[config.mk]
export PLATFORM = sky130hd
export DESIGN_NAME = button_event_decoder
export DESIGN_NICKNAME = d
export VERILOG_FILES = /design/src/rtl/btn_event_pkg.sv /design/src/rtl/event_timer.sv /design/src/rtl/button_event_decoder.sv
export SDC_FILE = /design/constraint.sdc
export NUM_CORES = 1
export LEC_CHECK = 0
export BUFFER_PORTS_ARGS = -buffer_cell sky130_fd_sc_hd__buf_2
export CORE_ASPECT_RATIO = 1.2
export CORE_MARGIN = 5
export CORE_UTILIZATION = 35
export CTS_BUF_LIST = sky130_fd_sc_hd__clkbuf_4
export CTS_CLUSTER_DIAMETER = 120
export DETAILED_ROUTE_END_ITERATION = 8
export SETUP_SLACK_MARGIN = 0.4
export SLEW_MARGIN = 0
export SYNTH_ARGS = -nofsm -noshare
export SYNTH_HDL_FRONTEND = slang
export SYNTH_HIERARCHICAL = 1
export SYNTH_SLANG_ARGS = --single-unit
[constraint.sdc]
create_clock -name clock -period 5.4 [get_ports clock]
set_clock_uncertainty 0.05 [all_clocks]
set_input_delay 1.08 -clock clock [delete_from_list [all_inputs] [get_ports clock]]
set_output_delay 1.08 -clock clock [all_outputs]
set_load 0.02 [all_outputs]
[src/rtl/btn_event_pkg.sv]
// ============================================================================
// Module : btn_event_pkg
// Brief  : Shared state encoding and timer sizing for the button event decoder.
// Rev    : 1.0
// ============================================================================
`default_nettype none

package btn_event_pkg;

    localparam int STATE_W = 3;

    typedef enum logic [STATE_W-1:0] {
        IDLE           = 3'd0,
        PRESSED        = 3'd1,
        LONG_HELD      = 3'd2,
        WAIT_SECOND    = 3'd3,
        SECOND_PRESSED = 3'd4
    } state_t;

    // One spare bit above clog2 so the counter can reach either threshold
    // and still have headroom before saturating.
    function automatic int timer_width(input int a, input int b);
        int m;
        m = (a > b) ? a : b;
        return $clog2(m) + 1;
    endfunction

endpackage

`default_nettype wire

[src/rtl/event_timer.sv]
// ============================================================================
// Module : event_timer
// Brief  : Saturating up-counter with synchronous clear, async active-low reset.
// Rev    : 1.0
// ============================================================================
`default_nettype none

module event_timer #(
    parameter int WIDTH = 8
) (
    input  logic             clock,
    input  logic             reset_n,
    input  logic             clear,
    output logic [WIDTH-1:0] count
);

    always_ff @(posedge clock or negedge reset_n) begin
        if (!reset_n) begin
            count <= '0;
        end else if (clear) begin
            count <= '0;
        end else if (count != '1) begin
            count <= count + 1'b1;
        end
    end

endmodule

`default_nettype wire

[src/rtl/button_event_decoder.sv]
// ============================================================================
// Module : button_event_decoder
// Brief  : Classifies a debounced button level into short/long/double pulses.
// Rev    : 1.0
// ============================================================================
`default_nettype none

module button_event_decoder #(
    parameter int LONG_CYCLES       = 1000,
    parameter int DOUBLE_GAP_CYCLES = 300,
    parameter int CNT_W             = 8
) (
    input  logic             clock,
    input  logic             reset_n,
    input  logic             clean,
    output logic             short_press,
    output logic             long_press,
    output logic             double_press,
    output logic             held,
    output logic [CNT_W-1:0] press_count
);

    import btn_event_pkg::*;

    localparam int TIMER_W = timer_width(LONG_CYCLES, DOUBLE_GAP_CYCLES);

    // The timer is cleared on the edge that enters a state, and that edge is
    // itself the first sample of the run, so the N-th sample sees timer == N-2.
    localparam logic [TIMER_W-1:0] LONG_LAST = TIMER_W'(LONG_CYCLES - 2);
    localparam logic [TIMER_W-1:0] GAP_LAST  = TIMER_W'(DOUBLE_GAP_CYCLES - 2);

    state_t               state;
    state_t               state_next;
    logic                 clean_q;
    logic                 rise;
    logic                 fall;
    logic                 timer_clear;
    logic [TIMER_W-1:0]   timer;
    logic                 short_next;
    logic                 long_next;
    logic                 double_next;
    logic                 held_next;

    assign rise        = clean & ~clean_q;
    assign fall        = ~clean & clean_q;
    assign timer_clear = (state_next != state);

    event_timer #(
        .WIDTH (TIMER_W)
    ) u_timer (
        .clock   (clock),
        .reset_n (reset_n),
        .clear   (timer_clear),
        .count   (timer)
    );

    always_ff @(posedge clock or negedge reset_n) begin
        if (!reset_n) begin
            state <= IDLE;
        end else begin
            state <= state_next;
        end
    end

    always_comb begin
        state_next  = state;
        short_next  = 1'b0;
        long_next   = 1'b0;
        double_next = 1'b0;
        case (state)
            IDLE: begin
                if (rise) begin
                    state_next = PRESSED;
                end
            end
            PRESSED: begin
                if (clean && (timer == LONG_LAST)) begin
                    long_next  = 1'b1;
                    state_next = LONG_HELD;
                end else if (fall) begin
                    state_next = WAIT_SECOND;
                end
            end
            LONG_HELD: begin
                if (fall) begin
                    state_next = IDLE;
                end
            end
            WAIT_SECOND: begin
                if (rise) begin
                    state_next = SECOND_PRESSED;
                end else if (!clean && (timer == GAP_LAST)) begin
                    short_next = 1'b1;
                    state_next = IDLE;
                end
            end
            SECOND_PRESSED: begin
                if (fall) begin
                    double_next = 1'b1;
                    state_next  = IDLE;
                end
            end
            default: begin
                state_next = IDLE;
            end
        endcase
    end

    assign held_next = (state_next == PRESSED) ||
                       (state_next == LONG_HELD) ||
                       (state_next == SECOND_PRESSED);

    // clean_q resets high so a button held through reset must be released first.
    always_ff @(posedge clock or negedge reset_n) begin
        if (!reset_n) begin
            clean_q      <= 1'b1;
            short_press  <= 1'b0;
            long_press   <= 1'b0;
            double_press <= 1'b0;
            held         <= 1'b0;
            press_count  <= '0;
        end else begin
            clean_q      <= clean;
            short_press  <= short_next;
            long_press   <= long_next;
            double_press <= double_next;
            held         <= held_next;
            if (short_next || long_next || double_next) begin
                press_count <= press_count + 1'b1;
            end
        end
    end

endmodule

`default_nettype wire

=== Word level (Yosys, flattened, before mapping) ===
Index checks and enable logic that the tools add are counted.

* Input port bits: 3
* Register bits after elaboration: 27
* Output and inout port bits: 12

* Mux-type cells: 16
* Reductions and logical operators: 10
* Equality and inequality tests: 11
* $add $sub $neg: 2
* Bitwise gates (word level): 4

{| class="wikitable"
|+ Operators by type and width
! cell !! count
|-
| 2-to-1 mux 11 bit || 2
|-
| 2-to-1 mux 3 bit || 6
|-
| one-hot mux 3 bit (4 select lines) || 1
|-
| adder 11 x 1 -> 11 bit, second input constant || 1
|-
| == test 11 x 10 -> 1 bit, second input constant || 1
|-
| == test 11 x 9 -> 1 bit, second input constant || 1
|-
| inequality test 11 bit, second input constant || 1
|-
| == test 3 x 2 -> 1 bit, second input constant || 3
|-
| adder 8 x 1 -> 8 bit, second input constant || 1
|-
| 2-to-1 mux 1 bit || 7
|-
| == test 3 x 1 -> 1 bit, second input constant || 2
|-
| == test 3 bit, second input constant || 2
|-
| logical OR 1 bit || 4
|-
| logical NOT 3 bit || 1
|-
| inequality test 3 bit || 1
|-
| bitwise AND 1 bit || 2
|-
| logical AND 1 bit || 2
|-
| inverter 1 bit || 2
|-
| nonzero test 2 bit || 1
|-
| OR reduction 2 bit || 1
|-
| logical NOT 1 bit || 1
|}

=== Longest topological paths before layout ===
Gate-level depths: netlist of run 1.

* Depth in word-level cells: 8
* Mapped depth: 8

=== Modules after synthesis ===
Netlist of run 1, hierarchy kept.

{| class="wikitable"
|+ By module, submodules not included
! module !! area each (sq um) !! cells an instance !! times used
|-
| button_event_decoder || 970.9 || 86 || 1
|-
| event_timer || 599.3 || 60 || 1
|}

=== Least setup slack after synthesis of run 1 ===
No wires, ideal clock.

* Path type: in2reg
* Start point: input clean
* End point: register u_timer.count[4]
* Arrival: 2.483 ns
* Stages: 8
* Path buffers: 1
* Required time: 5.224 ns
* Setup slack: 2.741 ns
* Cell sequence: nor4b_1 -> nand4_1 -> nand2_1 -> a21bo_2 -> a211o_1 -> clkbuf_1 -> a21oi_1 -> o31a_2

* Word-level cells in the longest chain between the ends: 7
* Elaborated cells on any way between the ends: 16
* Those cells by class: eq/ne: 1; mux: 8; bitwise: 3; reduce/logical: 4

{| class="wikitable"
|+ RTL lines
! element !! RTL line !! RTL
|-
| start: declaration || button_event_decoder.sv:15 || <nowiki>input logic clean,</nowiki>
|-
| inverter 1 bit / logical NOT 1 bit (equally long branches) || button_event_decoder.sv:45, button_event_decoder.sv:92 ||
|-
| bitwise AND 1 bit / logical AND 1 bit (equally long branches) || button_event_decoder.sv:45, button_event_decoder.sv:92 ||
|-
| 2-to-1 mux 3 bit (on tied branches) || button_event_decoder.sv:80, button_event_decoder.sv:92 ||
|-
| 2-to-1 mux 3 bit (on tied branches) || button_event_decoder.sv:77, button_event_decoder.sv:90 ||
|-
| one-hot mux 3 bit (4 select lines) * || button_event_decoder.sv:70 || <nowiki>case (state)</nowiki>
|-
| inequality test 3 bit * || button_event_decoder.sv:46 || <nowiki>assign timer_clear = (state_next != state);</nowiki>
|-
| via timer_clear || button_event_decoder.sv:37 || <nowiki>logic timer_clear;</nowiki>
|-
| 2-to-1 mux 11 bit / nonzero test 2 bit (equally long branches) || n/a ||
|-
| end signal: assignment || event_timer.sv:23 || <nowiki>count <= count + 1'b1;</nowiki>
|-
| end: declaration || event_timer.sv:14 || <nowiki>output logic [WIDTH-1:0] count</nowiki>
|}

The timed path passes the listed nets; every way through them passes the cells marked *.
A chain may end at the register's enable or synchronous reset.

=== Final worst setup path of run 1 ===
* Start point: input clean
* End point: register u_timer.count[7]

Same word-level chain as after synthesis.

==> results of run 1 <==
-- power by group --
part / total [W] / internal (W) / switching, W
logic: 0.000190 / 0.0000856 / 0.000105
clock network: 0.0000923 / 0.0000339 / 0.0000584
registers: 0.000283 / 0.000232 / 0.0000513
-- state kept, by name, indices dropped and copies added, names as in the netlist --
name	cells
press_count	8
state	3
held	1
clean_q	1
u_timer/count	11
long_press	1
double_press	1
short_press	1
-- synthesized netlist by cell type (2+ instances only) --
cell	count
and2_1	3
nor3_1	2
inv_1	5
mux2i_1	2
nor4_4	2
o2111ai_1	2
or3_2	2
nand2_1	10
nand3_1	5
nand2b_1	2
nor2b_1	4
mux2_4	2
dfrtp_1	26
o21ai_0	7
a21oi_1	6
nor2_1	12
ha_1	2
xnor2_1	7
o211ai_1	3
-- final cells by class --
class / count / area, um^2
Fill cell: 448 / 2580
Multi-Input combinational cell: 110 / 851
Sequential cell: 27 / 677
Timing Repair Buffer: 14 / 70.1
Tap cell: 56 / 70.1
Clock buffer: 4 / 30.0
Inverter: 5 / 18.8
-- worst max-delay path by stage --
| stage | endpoint | startpoint | slack [ps] |
|---|---|---|---|
| final | u_timer/count[7] | clean | 2660 |
| after global routing | u_timer/count[7] | clean | 2400 |
| after CTS | u_timer/count[7] | clean | 2650 |
| after detailed placement | u_timer/count[7] | clean | 2300 |
| after global placement | u_timer/count[7] | clean | 2380 |
| after floorplan | u_timer/count[4] | clean | 2740 |
-- stage by stage --
stage	instances	hold WS, ps	util [%]	power (W)
final	216	427	40.0	0.000566
after global routing	216	461	40.0	0.000611
after CTS	216	435	40.0	0.000571
after detailed placement	212	416	39.3	0.000478
after global placement	212	412	39.3	0.000472
after floorplan	146	448	-	0.000433
-- routing by layer --
metal / share of wire, % / vias to the layer above / wire [um] / GRT usage (%)
met5: 0 / - / 0 / 0
met4: 1.6 / 0 / 46 / 4.10
met3: 4.4 / 4 / 130 / 1.93
met2: 47 / 24 / 1400 / 16.5
met1: 47 / 573 / 1380 / 14.6
li1: - / 557 / - / -
-- cell families (layout without fill, tap and decap cells) --
family,after synthesis,after routing,share of synthesized area (%)
AOI/OAI and AO/OA,31,31,15.4
DFF,27,27,43.1
adders and majority gates,2,2,1.59
buffers and inverters,9,23,2.71
xor gates and xnor gates,8,8,4.46
muxes,5,5,3.90
and+or+nand+nor,64,64,28.8
==> summary.md, run 1 <==
| Metric | Value |
|---|---|
| Worst hold endpoint | `press_count[7]` |
| Slowest library cell on the worst path | `nor4b_1` |
| PwrDens | `330 mW/mm^2` |
| Worst-path clk slew | `140 ps` |
| Final setup vio count | `0` |
| R2r setup slk | `3060 ps` |
| Synth Instances | `146` |
| Max Freq | `0.365 GHz` |
| # resized after CTS | `0` |
| Final period util | `50.8%` |
| Slew Viols, Final | `0` |
| Critical Path Stages | `8` |
| Io pins | `15` |
| Share of the synthesized area in the top cell type | `41.4%` |
| Number of DRC markers in iteration 0 | `85` |
| Worst Max-Slew Pin Slew | `608 ps` |
| CP Capture Type | `register` |
| Placed cell area | `0.00169 mm^2` |
| Mean number of vias per cell | `5.36` |
| Ys Warns | `6` |
| Hold Startpoint | `press_count[7]` |
| Site row count | `26` |
| Largest stage delay, worst path | `410 ps` |
| Setup CP Type | `input pin to register` |
| Vias in the first global route | `1109` |
| Global-route congestion overflow total | `0` |
| VDD IR max | `0.000169 V` |
| TritonCTS Sinks | `27` |
| Number of port buffers | `14` |
| Async set-or-reset flop fraction in the synthesized netlist | `100%` |
| Wirelength per Cell | `13.7 um` |
| Initial antenna violation count | `0` |
| Final net count | `166` |
| Largest net degree at the start of global routing | `28` |
| Area leader, netlist | `dfrtp_1` |
| Layout cells sized above 1 | `26.3%` |
| Period minus WS final | `2740 ps` |
| Outcome | `complete, no violations` |
| Fin. Hold Viols | `0` |
| Skew-Pair Late Insertion Delay | `320 ps` |
| Most frequent cells in the layout | `dfrtp_1 (26), buf_2 (14), nor2_1 (12), nand2_1 (10)` |
| Initial Util | `36.6%` |
| Lkg Pwr | `0.761 nW` |
| Ant diodes | `0` |
| Top FF cell, synth | `dfrtp_1` |
| Worst Hold Path Cells | `1` |
| Remaining DRCs | `0` |
| Post-placement worst setup slack | `2300 ps` |
| Most common cell after layout, fill and taps aside | `dfrtp_1` |
| Core ar. | `0.00429 mm^2` |
| Crit path required time | `5580 ps` |
| Mapped cell area | `0.00157 mm^2` |
| CTS H-tree lvls | `1` |
| Area grow syn2layout | `9.32%` |
| ANT nets after route | `0` |
| Post-synth EDFFs | `0` |
| Post-route cell area | `0.00172 mm^2` |
| Synth area leaders | `dfrtp_1 (41%), xnor2_1 (3.9%), nor2_1 (2.9%)` |
| Reg2reg end | `u_timer/count[7]` |
| Rel. slew slack | `59.1%` |
| Drt total wl | `2.96 mm` |
| WP data arrival | `2920 ps` |
| Die width | `71.1 um` |
| Buf+Inv Stages, Crit Path | `1` |
| Delay-heaviest family, CP | `simple AND/OR/NAND/NOR gates` |
| RSZ-0062 raised after global routing | `no` |
| Register-to-Register Path Depth | `7` |
| First-pass GRT wire length | `5.29 mm` |
| Routed vias | `1158` |
| Flops & latches, synth | `27` |
| Die height | `83.4 um` |
| CTS buffer count | `3` |
| DP Wirelength | `2.14 mm` |
| CTS Hold Bufs | `0` |
| Post-CTS setup buffers | `0` |
| Maxcap violations | `0` |
| Hold crit path type | `register to register` |
| Post-synth cell types | `61` |
| Setup_tns | `0 ps` |
| Seq/Total Area, Yosys | `43.1%` |
| Clock Path Buffers | `2` |
| CP startpoint kind | `input pin` |
| DIE AREA | `0.00593 mm^2` |
| Crit path max fanout | `12` |
| TritonRoute pass-1 iters | `4` |
| Sequence of cells on the critical path | `buf_2 > nor4b_1 > nand4_1 > nand2_1 > a21bo_2 > a211o_1 > nor2_1 > mux2_2` |
| TritonCTS clock tree | `done` |
| Mean Syn Cell Area | `10.8 um^2` |
| R2R Path Start | `u_timer/count[2]` |
| Syn Nets | `151` |
| Gpl congestion | `0.827` |
| Root buf cell | `clkbuf_4` |
| All-Layer GR Usage | `10.7%` |
| Final worst slack | `2660 ps` |
Power figures use the tool's default switching activity.
==> run 2: changes to the inputs <==
==> constraint.sdc (replaced) <==
create_clock -name clock -period 2.4 [get_ports clock]
set_clock_uncertainty 0.05 [all_clocks]
set_input_delay 0.48 -clock clock [delete_from_list [all_inputs] [get_ports clock]]
set_output_delay 0.48 -clock clock [all_outputs]
set_load 0.02 [all_outputs]
==> run 2 against run 1 <==
Compared with the run above: total power grew 140%; critical path depth shrank 2; global-route usage grew 0.23 points; via count grew 2.8%; sequential power grew 130%; wire length grew 7.2%; non-clock buffer count grew 11; sequential cell count is the same; final cell count grew 5.1%; critical path type is now register to register.
==> summary.md, run 2 (synthesized netlist as in run 1, its figures left out) <==
| Metric | Value |
|---|---|
| TritonCTS clock tree | `done` |
| Clk pwr share | `15.1%` |
| Setup CP Type | `register to register` |
| Gpl congestion | `0.845` |
| Period minus WS final | `1960 ps` |
| First-pass GRT wire length | `5.38 mm` |
| Post-route cell area | `0.00185 mm^2` |
| DP Wirelength | `2.27 mm` |
| Most common cell after layout, fill and taps aside | `dfrtp_1` |
| Ant diodes | `0` |
| CTS buffer count | `3` |
| Initial Util | `36.6%` |
| Lkg Pwr | `0.816 nW` |
| Io pins | `15` |
| Routed vias | `1191` |
| P_sw | `0.000504 W` |
| Number of port buffers | `14` |
| Internal Power | `0.000854 W` |
| CP startpoint kind | `register` |
| Global-route congestion overflow total | `0` |
| Largest regs | `u_timer/count (11), press_count (8), state (3)` |
| Rel. slew slack | `58.4%` |
| TritonCTS Sinks | `27` |
| Share of power burned in registers | `47.5%` |
| Final period util | `81.7%` |
| Comb pwr share | `37.4%` |
| Final net count | `177` |
| Area grow syn2layout | `17.8%` |
| Wirelength per Cell | `14.0 um` |
| TritonRoute pass-1 iters | `4` |
| Most frequent cells in the layout | `dfrtp_1 (18), buf_2 (14), nor2_1 (12), nand2_1 (10), buf_4 (9)` |
| DIE AREA | `0.00593 mm^2` |
| Fin. Hold Viols | `0` |
| RSZ-0062 raised after global routing | `yes` |
| Root buf cell | `clkbuf_4` |
| Slew Viols, Final | `0` |
| Power Total | `0.00136 W` |
| Final setup vio count | `0` |
| Layout cells sized above 1 | `36.8%` |
| Worst Max-Slew Pin Slew | `623 ps` |
| Placed cell area | `0.00171 mm^2` |
| Outcome | `complete, no violations` |
| CP Capture Type | `register` |
| Switch share | `37.1%` |
| Max Freq | `0.510 GHz` |
| Remaining DRCs | `0` |
| Most flops, register | `u_timer/count` |
| Worst-path clk slew | `140 ps` |
| Number of DRC markers in iteration 0 | `46` |
| Site row count | `26` |
| Core ar. | `0.00429 mm^2` |
| All-Layer GR Usage | `10.9%` |
| Crit path required time | `2570 ps` |
| ANT nets after route | `0` |
| PwrDens | `734 mW/mm^2` |
| Drt total wl | `3.17 mm` |
| Largest register FFs | `11` |
| Mean number of vias per cell | `5.25` |
| CTS Hold Bufs | `0` |
| Largest net degree at the start of global routing | `28` |
| WP data arrival | `2130 ps` |
| Hold crit path type | `input pin to asynchronous set/reset pin` |
| VDD IR max | `0.000322 V` |
| Fillers | `452` |
| CTS H-tree lvls | `1` |
| Initial antenna violation count | `0` |
| Maxcap violations | `0` |
| Die width | `71.1 um` |
| Vias in the first global route | `1188` |
| Crit path max fanout | `3` |
| Skew-Pair Late Insertion Delay | `320 ps` |
| Clock Path Buffers | `2` |
| Setup_tns | `0 ps` |
| Die height | `83.4 um` |
[run 2: cell types whose count changed in the layout (fill, tap and decap cells not counted), sizes merged]
cell  previous run  this run
buf             14        25
[run 2: layout make-up]
type	count	area, um^2	share of cell area (%)
timing repair buffer	25	169	9.13
tap	56	70.1	3.79
sequential	27	687	37.1
multi-input combinational	110	876	47.3
clock buffer	4	30.0	1.62
inverter	5	18.8	1.01
[run 2: final timing paths]
path	cells past startpoint	slack, ps	endpoint	start
worst min register to register	1	450	press_count[4]	press_count[4]
worst max register to register	6	440	held	u_timer/count[3]
min in group clock	1	250	clean_q	clean
worst min-delay path	1	100	state[0]	reset_n
worst max-delay path	6	440	held	u_timer/count[3]
max in group asynchronous	1	1750	u_timer/count[5]	reset_n
[run 2: metal layers]
| metal | up-vias | wire length [um] | track usage (%) |
|---|---|---|---|
| met2 | 17 | 1650 | 18.7 |
| met4 | 0 | 40 | 3.93 |
| met5 | - | 0 | 0 |
| met1 | 594 | 1360 | 13.4 |
| met3 | 4 | 116 | 1.81 |
| li1 | 576 | - | - |
[run 2: stage by stage]
stage | setup slack (ps) | util (%) | cells | hold WS, ps
floorplan | 411 | - | 146 | 134
global placement | 310 | 39.8 | 215 | 408
detailed placement | 216 | 39.8 | 215 | 441
CTS | 359 | 41.2 | 221 | 109
global route | 341 | 43.1 | 227 | 120
finish | 439 | 43.1 | 227 | 102
[run 2: what timing repair did]
| item | in CTS | in global routing |
|---|---|---|
| gates resized for setup | 6 | 7 |
| pin swaps | 1 | 5 |
| buffers inserted | 2 | 6 |
| setup endpoints to repair | 12 | 19 |
[run 2: power by group through the flow]
stage	combinational, W	sequential [W]	clock (W)
after floorplan	0.000357	0.000620	0
after global placement	0.000433	0.000643	0
after detailed placement	0.000456	0.000648	0
after CTS	0.000464	0.000638	0.000222
after global routing	0.000556	0.000660	0.000244
final	0.000508	0.000644	0.000205
[run 2: critical path: stages (launching register included)]
cell	delay [ps]
dfrtp_2	440
nand4b_4	190
nor4_4	320
buf_4	190
o21ai_4	60
a221oi_4	290
mux2_4	320
